[src/rtl/int_to_half_conv.sv]
// Integer to IEEE-754 binary16 converter with private 256x8 data memory (instance data_mem1).
// Optional `define INT2HALF_SIGNED_EN treats the operand as two's complement instead of sign-magnitude.

module int_to_half_mem #(
    parameter int MEM_DEPTH = 256
) (
    input  logic       clk,
    input  logic       we,
    input  logic [7:0] addr,
    input  logic [7:0] wdata,
    output logic [7:0] rdata
);
    logic [7:0] my_memory [0:MEM_DEPTH-1];

    // No reset: contents survive reset so operands can be preloaded while held in reset.
    always @(posedge clk) begin
        if (we) my_memory[addr] <= wdata;
    end

    assign rdata = my_memory[addr];
endmodule

// state | meaning
// IDLE  | waiting one clock after reset release
// RD_HI | latch operand byte [15:8]
// RD_LO | combine with byte [7:0], derive sign and magnitude
// NORM  | shift magnitude left until leading one reaches the top bit
// ROUND | round-to-nearest-even, assemble result word
// WR_HI | write result byte [15:8]
// WR_LO | write result byte [7:0]
// DONE  | hold done until reset
module int_to_half_conv #(
    parameter int ADDR_IN_HI  = 128,
    parameter int ADDR_IN_LO  = 129,
    parameter int ADDR_OUT_HI = 131,
    parameter int ADDR_OUT_LO = 132,
    parameter int MEM_DEPTH   = 256
) (
    input  logic clk,
    input  logic reset,
    output logic done
);
`ifdef INT2HALF_SIGNED_EN
    localparam int MW = 16;
`else
    localparam int MW = 15;
`endif
    localparam logic [4:0] EXP_TOP = 5'(14 + MW);

    typedef enum logic [2:0] {IDLE, RD_HI, RD_LO, NORM, ROUND, WR_HI, WR_LO, DONE} state_t;

    state_t          state;
    logic [7:0]      in_hi;
    logic            sgn;
    logic [MW-1:0]   norm;
    logic [4:0]      exp_q;
    logic [15:0]     result;

    logic [7:0]      mem_addr;
    logic            mem_we;
    logic [7:0]      mem_wdata;
    logic [7:0]      mem_rdata;

    logic [15:0]     operand;
    logic [MW-1:0]   mag_in;
    logic [9:0]      mant_raw;
    logic            guard;
    logic            sticky;
    logic            inc;
    logic [10:0]     mant_sum;
    logic [9:0]      mant_r;
    logic [4:0]      exp_r;

    int_to_half_mem #(.MEM_DEPTH(MEM_DEPTH)) data_mem1 (
        .clk   (clk),
        .we    (mem_we),
        .addr  (mem_addr),
        .wdata (mem_wdata),
        .rdata (mem_rdata)
    );

    always_comb begin
        mem_addr  = 8'(ADDR_IN_HI);
        mem_we    = 1'b0;
        mem_wdata = 8'h00;
        case (state)
            RD_LO: mem_addr = 8'(ADDR_IN_LO);
            WR_HI: begin
                mem_addr  = 8'(ADDR_OUT_HI);
                mem_we    = 1'b1;
                mem_wdata = result[15:8];
            end
            WR_LO: begin
                mem_addr  = 8'(ADDR_OUT_LO);
                mem_we    = 1'b1;
                mem_wdata = result[7:0];
            end
            default: ;
        endcase
    end

    assign operand = {in_hi, mem_rdata};
`ifdef INT2HALF_SIGNED_EN
    assign mag_in = operand[15] ? -operand : operand;
`else
    assign mag_in = operand[14:0];
`endif

    // Leading one sits at norm[MW-1]; bits below it feed mantissa, guard and sticky.
    // Small magnitudes shift in zeros, so exact results fall out without a special case.
    always_comb begin
        mant_raw = norm[MW-2 -: 10];
        guard    = norm[MW-12];
        sticky   = |norm[MW-13:0];
        inc      = guard && (mant_raw[0] || sticky);
        mant_sum = {1'b0, mant_raw} + {10'd0, inc};
        if (mant_sum[10]) begin
            mant_r = 10'd0;
            exp_r  = exp_q + 5'd1;
        end else begin
            mant_r = mant_sum[9:0];
            exp_r  = exp_q;
        end
    end

    always_ff @(posedge clk or negedge reset) begin
        if (!reset) begin
            state  <= IDLE;
            done   <= 1'b0;
            in_hi  <= 8'h00;
            sgn    <= 1'b0;
            norm   <= '0;
            exp_q  <= 5'd0;
            result <= 16'h0000;
        end else begin
            case (state)
                IDLE:  state <= RD_HI;
                RD_HI: begin
                    in_hi <= mem_rdata;
                    state <= RD_LO;
                end
                RD_LO: begin
                    sgn  <= operand[15];
                    norm <= mag_in;
                    if (mag_in == '0) begin
                        exp_q <= 5'd0;
                        state <= ROUND;
                    end else begin
                        exp_q <= EXP_TOP;
                        state <= NORM;
                    end
                end
                NORM: begin
                    if (norm[MW-1]) begin
                        state <= ROUND;
                    end else begin
                        norm  <= norm << 1;
                        exp_q <= exp_q - 5'd1;
                    end
                end
                ROUND: begin
                    result <= {sgn, exp_r, mant_r};
                    state  <= WR_HI;
                end
                WR_HI: state <= WR_LO;
                WR_LO: begin
                    done  <= 1'b1;
                    state <= DONE;
                end
                DONE:  done <= 1'b1;
                default: state <= IDLE;
            endcase
        end
    end
endmodule

[config.mk]
export PLATFORM = sky130hd
export DESIGN_NAME = int_to_half_conv
export DESIGN_NICKNAME = d
export VERILOG_FILES = /design/src/rtl/int_to_half_conv.sv
export SDC_FILE = /design/constraint.sdc
export NUM_CORES = 1
export LEC_CHECK = 0
export CAP_MARGIN = 25
export CORE_UTILIZATION = 55
export CTS_BUF_LIST = sky130_fd_sc_hd__clkbuf_4 sky130_fd_sc_hd__clkbuf_8
export DETAILED_ROUTE_END_ITERATION = 6
export PLACE_DENSITY_LB_ADDON = 0.15
export SLEW_MARGIN = 15
export SYNTH_ARGS = -nofsm -noshare
export SYNTH_HDL_FRONTEND = slang
export SYNTH_SLANG_ARGS = --single-unit
[constraint.sdc]
create_clock -name clk -period 2.4 [get_ports clk]
set_clock_uncertainty 0.05 [all_clocks]
set_input_delay 0.36 -clock clk [delete_from_list [all_inputs] [get_ports clk]]
set_output_delay 0.36 -clock clk [all_outputs]
set_load 0.05 [all_outputs]
* Word-level counts from Yosys, hierarchy flattened
Memories as Yosys holds them, arrays and structs flattened.
Index checks and enable logic that the tools add are counted.
** Word-level totals
- Register bits after elaboration :: 49
- Bits in latches :: 0
- RAM bits :: 2048
- Memory bits (read-only) :: 0
- Input bits :: 2
- Output and inout port bits :: 1
- Logic and storage cells :: 47
- Memories kept :: 1
** Cells by class
- Add/subtract/negate cells :: 3
- Multiply operators :: 0
- Divide/modulo/power cells :: 0
- Magnitude comparators :: 0
- Equal/unequal tests :: 9
- Shift-type cells :: 0
- Mux-type cells :: 15
- Bitwise gates (word level) :: 0
- Reduce and logical (&&, ||, !) cells :: 11
** Memory list
- data_mem1.my_memory :: depth 256, width 8, rd ports 1, clocked after Yosys merged registers in 0, write ports 1, RTL line 13 : logic [7:0] my_memory [0:MEM_DEPTH-1];
** Operators by type and width (number)
- case mux 15 bit (2 select lines) :: 1
- case mux 3 bit (7 select lines) :: 1
- case mux 8 bit (2 select lines) :: 1
- zero test 15 bit :: 1
- two-way mux 15 bit :: 1
- two-way mux 5 bit :: 3
- equality test 3 bit (second input constant) :: 4
- adder 10 x 1 -> 11 bit :: 1
- two-way mux 10 bit :: 1
- case mux 5 bit (2 select lines) :: 1
- case mux 3 bit (3 select lines) :: 1
- nonzero test 7 bit :: 1
- equality test 3 x 2 -> 1 bit (second input constant) :: 2
- two-way mux 3 bit :: 2
- adder 5 x 1 -> 5 bit (second input constant) :: 1
- subtractor 5 x 1 -> 5 bit (second input constant) :: 1
- != test 2 bit (second input constant) :: 2
- AND reduction 2 bit :: 2
- OR reduction 2 bit :: 2
- equality test 3 x 1 -> 1 bit (second input constant) :: 1
- zero test 3 bit :: 1
- two-way mux 1 bit :: 3
- OR reduction 3 bit :: 1
- nonzero test 2 bit :: 1
- 2 further kinds :: 2

* Longest topological paths before layout
Gate-level depths: netlist of the first run.
An unclocked memory read counts as a cell.
- Depth in word-level cells :: 6
- Depth in mapped cells :: 9
- Depth with buffers taken out :: 8

* Hierarchy
Synthesis of the first run repeated with hierarchy kept, for this count alone.
** Second synthesis, totals
- Cell total of the unflattened synthesis :: 3804
- Area, all modules :: 80917.6 um2
** Modules (own cells, without submodules)
- int_to_half_mem :: instances 1, cells an instance 3539, area each 78332.6 um2, sequential area each 61499.0 um2
- int_to_half_conv :: instances 1, cells an instance 265, area each 2585.0 um2, sequential area each 1226.2 um2

* Least setup slack after synthesis of the first run
OpenSTA, ideal clock, no wires.
- Kind :: flip-flop to flip-flop
- From :: register state[1]
- To :: register state[2]
- Arrival time :: 1.718 ns
- Data required time :: 2.228 ns
- Path slack :: 0.510 ns
- Cell stages (with the launch flop) :: 9
- Buffers on the path :: 2
- Clock period less this slack :: 1.890 ns
- Cell sequence :: dfrtp_1 buf_4 nand2b_1 buf_2 nor2_2 a211oi_1 nand4_1 nor3_4 a2bb2oi_2
** Between the ends
- Word-level cells in the longest chain between the ends :: 6
- Elaborated cells on any way between the ends :: 15
** RTL lines
- start: declaration :: RTL line 52 : state_t state;
- start signal: assignment :: RTL line 128 : state <= IDLE;
- start signal: assignment :: RTL line 137 : IDLE: state <= RD_HI;
- start signal: assignment :: RTL line 140 : state <= RD_LO;
- equality test 3 bit or equality test 3 x 2 -> 1 bit (tied branches) :: RTL line 86, 136
- case mux 3 bit (3 select lines) :: RTL line 86 : case (state)
- memory read (256 x 8 bit)
- zero test 15 bit :: RTL line 145 : if (mag_in == '0) begin
- two-way mux 3 bit :: RTL line 145
- case mux 3 bit (7 select lines) :: RTL line 136 : case (state)
Several ways; a longest one is shown, not always the timed one.
A chain may end at the register's enable or synchronous reset.

* Final worst setup path of the first run
- From :: register state[1]
- To :: register exp_q[0]
** Between the ends
- Word-level cells in the longest chain between the ends :: 6
- Elaborated cells on any way between the ends :: 12
** RTL lines
- equality test 3 bit or equality test 3 x 2 -> 1 bit (tied branches) :: RTL line 86, 136
- case mux 3 bit (3 select lines) :: RTL line 86
- memory read (256 x 8 bit)
- zero test 15 bit :: RTL line 145
- two-way mux 5 bit :: RTL line 145
- case mux 5 bit (2 select lines) :: RTL line 136
- end signal: assignment :: RTL line 158 : exp_q <= exp_q - 5'd1;
- end: declaration :: RTL line 56 : logic [4:0] exp_q;
Several ways; a longest one is shown, not always the timed one.

==> impl_metrics.csv, run 1 <==
group,metric,value,unit
cts,clk_root_buffer_cell,"clkbuf_8",
place,gp_congestion,0.868,
run_status,outcome,"finished clean",
timing,hold_viol,0,
cts,post_cts_buffers,0,
cts,clock_latency,0.35,ns
die,die_h,84.3,µm
timing,fin_tns_setup,0,ns
logic_synthesis,synthFlopType,"dfrtp_1",
drt,dr.pass1.iters,4,
cts,clock_path_buffers,2,
logic_synthesis,ys_ff_latch,81,
global_routing,grt_pass1_wl,13200,µm
critical_path,crit_path_max_fanout,17,
global_routing,antenna_found_initial,0,
critical_path,cp-startpoint,"state[1]",
pwr,p_leak,1.70,nW
finish,layout.nets,356,
drt,drc,0,
cts,cts_buffers,9,
drt,wl_per_cell,18.4,µm
logic_synthesis,ys_types,52,
drt,first_iter_violations,165,
die,core,6420,µm²
drt,drtAntennaViolNets,0,
timing,finalMaxSlewViolations,0,
critical_path,worstPathArrival,2.44,ns
global_routing,grt_overflow,0,
pwr,power_density,838,nW/µm²
timing,relSlewSlack,49.1,%
drt,routed_wl,7980,µm
cts,cts.sinks,81,
logic_synthesis,yosysWarnings,0,
die,start_util,57.9,%
critical_path,start_kind,"register",
critical_path,cp-end-kind,"register",
timing,rsz0062_at_grt,"false",
finish,area_delta_synth_final,9.65,%
die,die_area,7100,µm²
cts,h-tree-depth,3,
drt,viasPerCell,5.92,
global_routing,grt_pass1_vias,2587,
place,hpwlAfterDp,5720,µm
critical_path,required,2.59,ns
place,place_inst,417,
cts,hold_buffers,0,
global_routing,grt_usage,25.1,%
critical_path,critPathKind,"register to register",
pwr,peakVddDrop,0.532,mV
finish,n_antenna_cell,0,
finish,drive_above_1_share,13.8,%
timing,fin_crit,2.25,ns
die,dieWidth,84.3,µm
global_routing,grt_max_degree,35,
drt,vias,2563,
cts,cts_tree,"built",
logic_synthesis,syn_inst,331,
cts,path_clk_slew,0.08,ns
logic_synthesis,synthArstFlopShare,60.5,%
timing,fmax,0.444,GHz
timing,setup_viol,0,
run,maxCapViolCount,0,
finish,layout.cells.non_filler,433,
critical_path,rr_startpoint,"state[1]",
timing,timing.final.crit_share,93.9,%
timing,worst_pin_slew,0.763,ns
logic_synthesis,netlist_area,3720,µm²
place,port_buffers,2,
logic_synthesis,avgSynthCellArea,11.2,µm²
logic_synthesis,synth_edf_count,32,
hold_path,hp-class,"primary input to asynchronous set/reset pin",
logic_synthesis,synth_seq_area_share,58.8,%
die,io_pins,3,
finish,n_fill_cell,525,
die,rows,29,
==> worst max-delay path, stage by stage, from the launching register on <==
cell and delay, ns:
dfrtp_1 0.66, nand2b_1 0.31, o22a_1 0.28, o221ai_1 0.18
nand4_1 0.24, nor3_2 0.31, nor2_1 0.09
==> layout make-up <==
cell class / count / area (µm²) / share of cell area, %
clock buffer: 10 / 138 / 3.37
clock inverter: 6 / 67.6 / 1.66
inverter: 5 / 18.8 / 0.460
multi-input combinational: 238 / 1450 / 35.6
sequential: 81 / 2190 / 53.6
tap: 77 / 96.3 / 2.36
timing repair buffer: 16 / 120 / 2.94
==> worst paths after layout <==
path | slack, ns | depth (start not counted) | end
setup / recovery | 0.15 | 6 | exp_q[0]
min in group clk | 0.41 | 1 | done
hold / removal | 0.02 | 1 | result[11]
setup reg to reg | 0.15 | 6 | exp_q[0]
hold reg to reg | 0.41 | 1 | done
max in group asynchronous | 1.64 | 2 | in_hi[6]
==> sequential cells by signal (all words and copies together), names as in the netlist <==
register and count:
result 16, in_hi 8, sgn 1, exp_q 5
norm 15, state 3, done 1, data_mem1.my_memory 32
==> cells by family after synthesis <==
logic type	Yosys count	synth area share, %
fa+ha+maj	3	1.01
other cells	1	0.101
mux	10	2.89
compound gates	77	15.0
simple gates	119	15.4
buf+inv	27	3.77
flops	81	58.8
xor+xnor	13	3.06
==> cells in the final DEF (no fill, tap or decap), drive strengths merged, types with 5 or more instances in the layout <==
cell type   n
a21oi       6
a22o       10
a22oi      11
buf        15
clkbuf     10
conb       16
dfrtp      49
edfxtp     32
inv         5
mux2        6
nand2      57
nand3       8
nand4       5
nor2       22
nor3       11
o21ai      23
o22ai       5
xnor2       6
xor2        7
==> metrics by stage <==
step / utilization (%) / setup slack (ns) / total power [mW] / instance area (µm²) / hold slack, ns
global route: 63.5 / 0.0219 / 3.61 / 4080 / 0.0731
detailed placement: 60.3 / 0.160 / 2.43 / 3870 / 0.397
floorplan: - / 0.510 / 2.24 / 3780 / 0.0144
global placement: 60.3 / 0.186 / 2.41 / 3870 / 0.397
finish: 63.5 / 0.147 / 3.42 / 4080 / 0.0249
CTS: 63.5 / 0.144 / 3.44 / 4080 / 0.0373
==> what timing repair did <==
action                                  CTS  global route
resized for setup                         0             1
endpoints found under the setup margin    0             8
endpoints found under the hold margin     0             0
==> power by group <==
| part | internal (mW) | switching, mW |
|---|---|---|
| clock network | 0.510 | 0.499 |
| registers | 1.67 | 0.280 |
| logic | 0.226 | 0.230 |
==> metal layers <==
layer  GRT usage, %  vias up  part of all wire (%)
li1               -     1208                     -
met1           34.8     1255                    45
met2           38.5       81                    45
met3           4.42       19                   6.8
met4           12.9        0                   2.7
met5              0        -                     0
==> Yosys cell counts, types with 3 or more instances <==
| master | instances | share of area [%] |
|---|---|---|
| nand2_1 | 57 | 5.7 |
| dfrtp_1 | 49 | 33 |
| edfxtp_1 | 32 | 26 |
| nor2_1 | 21 | 2.1 |
| o21ai_0 | 17 | 2.3 |
| clkbuf_1 | 12 | 1.2 |
| a22oi_1 | 11 | 2.2 |
| a22o_1 | 10 | 2.4 |
| nand3_1 | 8 | 1.1 |
| nor3_1 | 8 | 1.1 |
| xor2_1 | 7 | 1.6 |
| mux2_2 | 6 | 1.8 |
| o21ai_1 | 6 | 0.81 |
| xnor2_1 | 6 | 1.4 |
| a21oi_1 | 5 | 0.67 |
| buf_2 | 4 | 0.54 |
| inv_1 | 4 | 0.40 |
| mux2i_1 | 4 | 1.1 |
| nand4_1 | 4 | 0.67 |
| o22ai_1 | 4 | 0.67 |
| a221o_1 | 3 | 0.81 |
| and3_1 | 3 | 0.50 |
| buf_4 | 3 | 0.61 |
| buf_6 | 3 | 0.91 |
| ha_1 | 3 | 1.0 |
| nand2b_1 | 3 | 0.50 |
| nor2b_1 | 3 | 0.50 |
| o221ai_1 | 3 | 0.71 |
| o22a_1 | 3 | 0.71 |
| o31ai_1 | 3 | 0.61 |
No activity file was read; power rests on OpenSTA's default activity.
==> run 2, diff against run 1 <==
Settings changed: TNS_END_PERCENT set to 20.
==> results of run 2 <==
Same layout as run 1: the final DEF is identical, and so are final timing and power.
==> RTL change (settings of run 1) <==
`MEM_DEPTH` is set to 256 in 2 places; all go to 128.
--- a/src/rtl/int_to_half_conv.sv
+++ b/src/rtl/int_to_half_conv.sv
@@ -2,7 +2,7 @@
 // Optional `define INT2HALF_SIGNED_EN treats the operand as two's complement instead of sign-magnitude.
 
 module int_to_half_mem #(
-    parameter int MEM_DEPTH = 256
+    parameter int MEM_DEPTH = 128
 ) (
     input  logic       clk,
     input  logic       we,
@@ -34,7 +34,7 @@
     parameter int ADDR_IN_LO  = 129,
     parameter int ADDR_OUT_HI = 131,
     parameter int ADDR_OUT_LO = 132,
-    parameter int MEM_DEPTH   = 256
+    parameter int MEM_DEPTH   = 128
 ) (
     input  logic clk,
     input  logic reset,
Check against the original RTL: not settled (the Yosys comparison gave no result); the edit may change what the design does.
==> RTL change against run 1 <==
- the run now ends with DRC left
- final area increased by 2.3%
- synthesized area increased by 0.20%
- cell count increased by 1.4%
- sequential power decreased by 3%
- power increased by 0.82%
- combinational power decreased by 4.4%
- wire length increased by 4.6%
- setup slack improved by 0.027 ns
- via count increased by 2.5%
- sequential cell count unchanged
- critical path type unchanged
- largest cell class unchanged
==> RTL change: results <==
{
  "status": "finished, violations left",
  "violations": "DRC",
  "grt_max_degree": 32,
  "placed_cells": 422,
  "gp_congestion": 0.933,
  "placed_cell_area_um2": 3930,
  "p_leak_nw": 1.69,
  "syn_inst": 327,
  "synth_cell_types": 55,
  "place_hpwl_um": 5890,
  "worst_path_largest_cell_delay_ns": 0.48,
  "p_switching_mw": 1.00,
  "arrival_ns": 2.42,
  "ir_drop_mv": 0.582,
  "hp-class": "reg2reg",
  "n_fill_cell": 523,
  "synthXorXnorAreaFrac": 0.0258,
  "yosys-top-cells-count": "nand2_1 (59), dfrtp_1 (49), edfxtp_1 (32)",
  "drc": 1,
  "yosys.area_share.adder": 0.0101,
  "crit_path_max_fanout": 13,
  "grt_usage": 0.256,
  "first_pass_iters": 7,
  "pg_seq_mw": 1.90,
  "p_clk_frac": 0.322,
  "grt_pass1_vias": 2518,
  "synthToLayoutAreaGrowth_pct": 11.9,
  "wl_um": 8340,
  "final_nets": 362,
  "synth_area_leaders": "dfrtp_1 (33%), edfxtp_1 (26%), nand2_1 (5.9%)",
  "crit_slowest_cell": "dfrtp_2",
  "yosysSeqAreaShare": 0.587,
  "synth_mux_area_frac": 0.0376,
  "fin_cells": 439,
  "p_int_mw": 2.44,
  "yosysWarnings": 0,
  "vias": 2627
}
[RTL change: per-stage QoR]
step | worst slack [ns] | hold WS (ns)
after floorplan | 0.418 | 0.0144
after global placement | 0.250 | 0.292
after detailed placement | 0.206 | 0.300
after CTS | 0.183 | 0.417
after global routing | 0.0646 | 0.430
final | 0.174 | 0.414
[RTL change: critical path, delay by kind of cell, from the launching register on]
kind            cells  cell delay (ns)
simple gates        3             0.73
compound gates      3             0.85
flops               1             0.48
[RTL change: cell type report]
type / count / area share
clock buffer: 9 / 0.0297
tap: 77 / 0.0231
inverter: 9 / 0.00810
sequential: 81 / 0.524
clock inverter: 7 / 0.0225
multi-input combinational: 237 / 0.354
timing repair buffer: 19 / 0.0378
[RTL change: cells by family after synthesis]
| kind of cell | count (synthesis) |
|---|---|
| buffers and inverters | 24 |
| muxes | 13 |
| and+or+nand+nor | 114 |
| xor gates and xnor gates | 11 |
| adders and majority gates | 3 |
| AOI/OAI and AO/OA | 80 |
| other | 1 |
| DFF | 81 |
[RTL change: metal layers]
metal  track usage  up-vias  share of wire
met2         0.408       88           0.47
met1         0.349     1273           0.45
met5             0        -              0
met3        0.0413       19          0.057
met4         0.117        0          0.024
li1              -     1247              -
[RTL change: worst paths after layout]
kind | from | end | slack, ns | cells after the start
worst max-delay path | state[0] | exp_q[2] | 0.17 | 6
worst min-delay path | done | done | 0.41 | 1
worst max register to register | state[0] | exp_q[2] | 0.17 | 6
worst min register to register | done | done | 0.41 | 1
max in group asynchronous | reset | norm[12] | 1.46 | 3
min in group asynchronous | reset | norm[0] | 0.46 | 3
[RTL change: timing repair]
item                                    CTS  global route
endpoints found under the setup margin    0             1
hold buffers                              1             0
endpoints found under the hold margin    27             0
gates resized for setup                   0             3
